### src/rtl/shrimp_reg_debug.sv
// shrimp_reg_debug: debug-port initiator for the shrimp register file.
// Takes a byte command stream, performs register-file reads/writes on the
// debug ports and returns response bytes.
//
// Ports:
//   clock, reset          - single clock, async active-high reset
//   cmd_valid/ready/data  - command byte stream in ({op[7:4], r[3:0]})
//   rsp_valid/ready/data  - response byte stream out
//   dbg_r_addr, dbg_r_val - register-file read port (combinational read)
//   dbg_w_addr/val/enable - register-file write port (commits on rising edge)
//   dbg_active            - high while busy; core stalls and yields the ports
//   cmd_err               - one-cycle pulse after an unknown opcode is consumed
module shrimp_reg_debug (
  input  logic       clock,
  input  logic       reset,
  input  logic       cmd_valid,
  output logic       cmd_ready,
  input  logic [7:0] cmd_data,
  output logic       rsp_valid,
  input  logic       rsp_ready,
  output logic [7:0] rsp_data,
  output logic [3:0] dbg_r_addr,
  input  logic [7:0] dbg_r_val,
  output logic [3:0] dbg_w_addr,
  output logic [7:0] dbg_w_val,
  output logic       dbg_w_enable,
  output logic       dbg_active,
  output logic       cmd_err
);

  localparam logic [2:0] S_IDLE  = 3'd0;
  localparam logic [2:0] S_WDATA = 3'd1;
  localparam logic [2:0] S_WRITE = 3'd2;
  localparam logic [2:0] S_READ  = 3'd3;
  localparam logic [2:0] S_RESP  = 3'd4;

  localparam logic [3:0] OP_READ  = 4'h1;
  localparam logic [3:0] OP_WRITE = 4'h2;
  localparam logic [3:0] OP_DUMP  = 4'h3;

  logic [2:0] state;
  logic [3:0] addr;
  logic [7:0] wdata;
  logic [7:0] rsp_buf;
  logic       dump;
  logic       err_q;
  logic       cmd_fire;

  // cmd_ready depends on state only, so the source never sees a
  // combinational path from cmd_valid.
  assign cmd_ready    = (state == S_IDLE) || (state == S_WDATA);
  assign cmd_fire     = cmd_valid && cmd_ready;
  assign rsp_valid    = (state == S_RESP);
  assign rsp_data     = rsp_buf;
  assign dbg_r_addr   = addr;
  assign dbg_w_addr   = addr;
  assign dbg_w_val    = wdata;
  assign dbg_w_enable = (state == S_WRITE);
  assign dbg_active   = (state != S_IDLE);
  // Registered so the pulse is clean and reads 0 while reset is held.
  assign cmd_err      = err_q;

  always_ff @(posedge clock or posedge reset) begin
    if (reset) begin
      state   <= S_IDLE;
      addr    <= '0;
      wdata   <= '0;
      rsp_buf <= '0;
      dump    <= 1'b0;
      err_q   <= 1'b0;
    end else begin
      err_q <= 1'b0;
      case (state)
        S_IDLE: if (cmd_fire) begin
          case (cmd_data[7:4])
            OP_READ: begin
              addr  <= cmd_data[3:0];
              state <= S_READ;
            end
            OP_WRITE: begin
              addr  <= cmd_data[3:0];
              state <= S_WDATA;
            end
            OP_DUMP: begin
              addr  <= '0;
              dump  <= 1'b1;
              state <= S_READ;
            end
            default: err_q <= 1'b1;
          endcase
        end
        S_WDATA: if (cmd_fire) begin
          wdata <= cmd_data;
          state <= S_WRITE;
        end
        S_WRITE: begin
          rsp_buf <= {4'h2, addr};
          state   <= S_RESP;
        end
        S_READ: begin
          rsp_buf <= dbg_r_val;
          state   <= S_RESP;
        end
        S_RESP: if (rsp_ready) begin
          // A dump stops at register 15 rather than wrapping to 0.
          if (dump && (addr != 4'hF)) begin
            addr  <= addr + 4'd1;
            state <= S_READ;
          end else begin
            dump  <= 1'b0;
            state <= S_IDLE;
          end
        end
        default: state <= S_IDLE;
      endcase
    end
  end

endmodule

### config.mk
export PLATFORM = sky130hd
export DESIGN_NAME = shrimp_reg_debug
export DESIGN_NICKNAME = d
export VERILOG_FILES = /design/src/rtl/shrimp_reg_debug.sv
export SDC_FILE = /design/constraint.sdc
export NUM_CORES = 1
export LEC_CHECK = 0
export CAP_MARGIN = 20
export CORE_MARGIN = 10
export CORE_UTILIZATION = 40
export DETAILED_ROUTE_END_ITERATION = 6
export PLACE_DENSITY = 0.75
export SLEW_MARGIN = 0
export SYNTH_ARGS = -nofsm -noshare
export SYNTH_HDL_FRONTEND = slang
export SYNTH_SLANG_ARGS = --single-unit
### constraint.sdc
create_clock -name clock -period 2.5 [get_ports clock]
set_clock_uncertainty 0.1 [all_clocks]
set_input_delay 0.5 -clock clock [delete_from_list [all_inputs] [get_ports clock]]
set_output_delay 0.5 -clock clock [all_outputs]
set_load 0.03 [all_outputs]
==> run metrics, run 1 <==
distinct cell type count after synthesis=35; Yosys top cell by area=dfrtp_1; critical path peak fanout=10; GPL Wtd Cong=around 0.82; io pins=49; DR iter-0 viols=37; DIE AREA=5730 µm²; total global routing overflow=0; CTS tree=built; initial antenna violation count=0; crit-path max cell delay=~710 ps; Synth Area per Inst=10.5 µm²; final hold vios=0; commonest cells in the netlist=dfrtp_1, nand2_1, o21ai_0, mux2_2, nor2_1; Fillers=260; CP Cell Sequence=buf_4 -> nor2_1 -> clkdlybuf4s50_1; Post-CTS Setup Inserts=0; Critical Path Sink Type=output pin; Multi-input gate area=around 540 µm²; total vias in the final route=1059; routed wire length per instance=about 16 µm; number of synthesized register bits=25; clk buf depth=2; Yosys top cell area share=between 50 and 60%; number of synthesized flops with an enable pin=0; crit start category=flip-flop; register area=626 µm²; synthesized cell area=roughly 1200 µm²; count leader, synth=dfrtp_1; HP Class=input pin to asynchronous set/reset pin; n_diodes=0; Finish-stage setup viols=0; Final TNS setup=0 ps; Post-synth ARST share=between 90% and 100%; required time of the critical path=approximately 1900 ps; sequential area share after synthesis=50.5%; floorplan core area=around 3000 µm²; Worst EP arrival=between 1500 and 2000 ps; Detailed Route WL=3140 µm; Setup Crit Path Kind=flip-flop to output pin; PD cells=approximately 1300 nW/µm²; Die X=between 70 and 80 µm; Fmax=around 420 MHz; clock net sink count=25; Vias/cell=5.30; fin util=roughly three fifths; DRC viols=0; post-layout minimum cycle time=between 2000 and 2500 ps; yosys warns=0; VDD IR max=between 0.6 and 0.7 mV; H-tree Lvls=1; worst slew pin tran=373 ps; fraction of layout cells with a size suffix above 1=roughly 14%; Final HPWL DP=approximately 2500 µm; syn_nets=139; global-route wire length before repair=around 5300 µm; ANT nets after route=0; maxcap violations=0; commonest register cell after synthesis=dfrtp_1; clk root buf=clkbuf_4; Critical-path top delay cell=clkdlybuf4s50_1; number of port buffers=between 40 and 50; Rel. slew slack=approximately 75%; 1st-pass router iterations=4; post-synthesis cell count=around 120; pins over their slew limit=0; period utilization=94.6%; Nets=189; die height=between 70 and 80 µm; largest cells by area after synthesis=dfrtp_1, mux2_2, o21ai_0; Clk Latency, worst-skew pair=320 ps; status=finished clean; vias in the first global route=approximately 1100; leakage=~0.77 nW; Starting Density=about two fifths; synth-to-layout area growth=43.2%; Design Area, Final=1780 µm²; crit path buf inv count=2; placed cell area=between 1500 and 2000 µm²; largest net degree at the start of global routing=26; CTS clk-pin slew, worst paths=roughly 140 ps; hold slack final=between 300 and 400 ps; TritonCTS Buffers=3; Crit path max-delay family=buffers and inverters; RSZ-0062 raised after global routing=false; total global routing track utilization=a little under an eighth; Row Count=20
==> logic make-up after synthesis <==
family,after synthesis,synth area share [%]
compound gates,29,14.2
fa+ha+maj,1,1.01
buf+inv,12,5.95
flops,25,50.5
mux,14,12.9
simple gates,37,15.4
==> registers in the layout, summed over array words and instances, names as in the netlist <==
name and count:
dbg_r_addr 4, rsp_data 8, state 3, cmd_err 1, dbg_w_val 8, dump 1
==> per-layer routing <==
| metal | track usage [%] | part of all wire [%] |
|---|---|---|
| met2 | 17.7 | 43 |
| met5 | 0 | 0 |
| met1 | 14.3 | 42 |
| met4 | 3.71 | 1.1 |
| met3 | 6.90 | 13 |
==> placed cells by master, fill, tap and decap left out, types with 4 or more instances in the layout <==
master,synthesis,layout
nand2_1,17,17
nor2_1,6,6
mux2_2,8,8
mux2i_1,4,4
o21ai_0,14,14
dfrtp_1,25,25
clkdlybuf4s50_1,0,45
buf_4,4,5
o31ai_1,4,4
==> worst reg2reg max path, delay by kind of cell (launching register included) <==
kind | cells | cell delay (ps)
buffers and inverters | 1 | 200
flip-flops | 1 | 400
multiplexers | 1 | 290
AND/OR/NAND/NOR | 3 | 730
==> through the flow <==
stage               total power, W  setup WS [ps]  std cells
floorplan                  0.00165            562        118
global placement           0.00222            328        196
detailed placement         0.00224            322        196
CTS                        0.00243           35.3        200
global route               0.00258           2.84        200
finish                     0.00239            136        200
==> worst paths after layout <==
kind	startpoint	endpoint	slack, ps	depth (start not counted)
max reg2reg	state[0]	dbg_r_addr[1]	680	5
min	reset	cmd_err	400	3
min in group clock	rsp_data[6]	rsp_data[6]	400	2
min reg2reg	rsp_data[6]	rsp_data[6]	400	2
max in group asynchronous	reset	dbg_w_val[3]	1660	3
max	state[2]	cmd_ready	140	3
==> cell type report <==
type | count | share of cell area (%)
inverter | 4 | 1.13
timing repair buffer | 53 | 29.2
clock inverter | 1 | 0.423
multi-input combinational | 81 | 30.4
tap | 33 | 2.33
sequential | 25 | 35.2
clock buffer | 3 | 1.27
==> where the power goes <==
part / switching, W / internal, W
Combinational: 0.000838 / 0.000647
Clock: 0.000124 / 0.0000612
Sequential: 0.000137 / 0.000583
==> timing repair <==
action                                  CTS  global route
pin swaps                                 0             0
endpoints found under the setup margin    2             1
gates resized for setup                   2             1
hold buffers                              0             0
cloned                                    0             0
No activity file was read; power rests on OpenSTA's default activity.
==> inputs of run 2 (changes only) <==
Settings changed: SETUP_SLACK_MARGIN set to 0.3.
==> run metrics, run 2 (same netlist as run 1, synthesis figures left out) <==
final hold vios=0 (unchanged); number of port buffers=48 (unchanged); largest net degree at the start of global routing=26 (unchanged); DR iter-0 viols=45 (+22%); die height=75.7 µm (unchanged); Die X=75.7 µm (unchanged); Final HPWL DP=2520 µm (unchanged); Post-CTS Setup Inserts=0 (unchanged); worst slew pin tran=375 ps (+1.51 ps); Finish-stage setup viols=0 (unchanged); VDD IR max=0.654 mV (-0.68%); routed wire length per instance=15.9 µm (+1.1%); leakage=0.848 nW (+11%); clk buf depth=2 (unchanged); post-layout minimum cycle time=2110 ps (-254 ps); Setup Crit Path Kind=flip-flop to output pin; pins over their slew limit=0 (unchanged); clock net sink count=25 (unchanged); metal3 WL=410 µm (-1.2%); Highest Signal Layer=met4; Starting Density=41.3% (unchanged); 1st-pass router iterations=4 (unchanged); Internal=0.00127 W (-1.8%); total global routing overflow=0 (unchanged); required time of the critical path=1900 ps (about the same); TritonCTS Buffers=3 (unchanged); HP Class=flip-flop to flip-flop; global-route wire length before repair=5340 µm (unchanged); Nets=189 (unchanged); Critical Path Sink Type=output pin; DRC viols=0 (unchanged); Clk Latency, worst-skew pair=320 ps (about the same); total global routing track utilization=12.0% (unchanged); fraction of layout cells with a size suffix above 1=16.8% (+2.4 points); ANT nets after route=0 (unchanged); maxcap violations=0 (unchanged); DIE AREA=5730 µm² (unchanged); Vias/cell=5.35 (+1.0%); CTS tree=built; period utilization=84.4% (-10 points); Detailed Route WL=3170 µm (+1.1%); Flop pwr share=30.4% (+0.3 points); GPL Wtd Cong=0.823 (unchanged); Routed met2 length=1380 µm (+1.5%); Rel. slew slack=75.0% (-0.10 points); synth-to-layout area growth=44.2%; commonest non-fill, non-tap cells in the layout=clkdlybuf4s50_1, dfrtp_1, nand2_1; clk root buf=clkbuf_4; switching power=0.00111 W (+0.67%); Sw Share=46.6% (+0.61 points); WL met1=1350 µm (+1.3%); Final TNS setup=0 ps (unchanged); total vias in the final route=1070 (+1.0%); Comb power frac=61.8% (-0.3 points); vias in the first global route=1103 (unchanged); n_diodes=0 (unchanged); status=finished clean; Fmax=474 MHz (+12%); crit start category=flip-flop; CTS clk-pin slew, worst paths=140 ps (about the same); post-layout power=0.00237 W (-0.66%); Worst EP arrival=1510 ps (-250 ps); clock share of power=7.8% (about the same); RSZ-0062 raised after global routing=false; most common cell after layout, fill and taps aside=clkdlybuf4s50_1; Row Count=20 (unchanged); PD cells=1330 nW/µm² (-1.4%); critical path peak fanout=6 (-4); initial antenna violation count=0 (unchanged); io pins=49 (unchanged); H-tree Lvls=1 (unchanged); floorplan core area=3000 µm² (unchanged)
[run 2: worst paths after layout]
path	startpoint	endpoint	slack, ps	cells after the start
setup / recovery	state[1]	rsp_valid	390	3
max in group asynchronous	reset	dbg_r_addr[2]	1660	3
hold / removal	rsp_data[6]	rsp_data[6]	400	2
setup reg to reg	dbg_r_addr[0]	dbg_r_addr[1]	710	5
min in group asynchronous	reset	rsp_data[4]	410	3
hold reg to reg	rsp_data[6]	rsp_data[6]	400	2
[run 2: critical path, stage by stage (launching register included)]
cell	delay [ps]
dfrtp_1	470
or3b_4	440
clkinv_4	80
clkbuf_2	200
[run 2: layout make-up]
cell class | instances | area [µm²]
clock inverters | 1 | 7.51
inverters | 4 | 20.0
repair buffers | 53 | 523
flip-flops and latches | 25 | 626
fillers | 256 | 1210
multi-input cells | 81 | 548
well taps | 33 | 41.3
clock buffers | 3 | 22.5
[run 2: power groups by stage]
stage	clock network (W)	registers, W	logic, W
global placement	0	0.000721	0.00150
global route	0.000217	0.000750	0.00160
floorplan	0	0.00104	0.000611
finish	0.000186	0.000721	0.00147
CTS	0.000197	0.000724	0.00149
detailed placement	0	0.000731	0.00151
[run 2: metrics by stage]
stage | std cells | hold WS (ps) | instance area [µm²] | util (%) | worst slack (ps)
after CTS | 200 | 405 | 1770 | 59.0 | 205
after floorplan | 118 | 376 | 1240 | - | 562
after global routing | 200 | 420 | 1790 | 59.5 | 312
after global placement | 196 | 364 | 1750 | 58.1 | 328
after detailed placement | 196 | 373 | 1750 | 58.1 | 322
final | 200 | 400 | 1790 | 59.5 | 389
[run 2: per-layer routing]
metal / global-route usage, % / up-vias
li1: - / 517
met1: 14.3 / 506
met2: 17.7 / 42
met3: 6.90 / 5
met4: 3.71 / 0
met5: 0 / -
[run 2: what timing repair did]
action	4_1_cts	5_1_grt
resized for setup	6	17
endpoints found under the setup margin	4	12
hold buffers	0	0
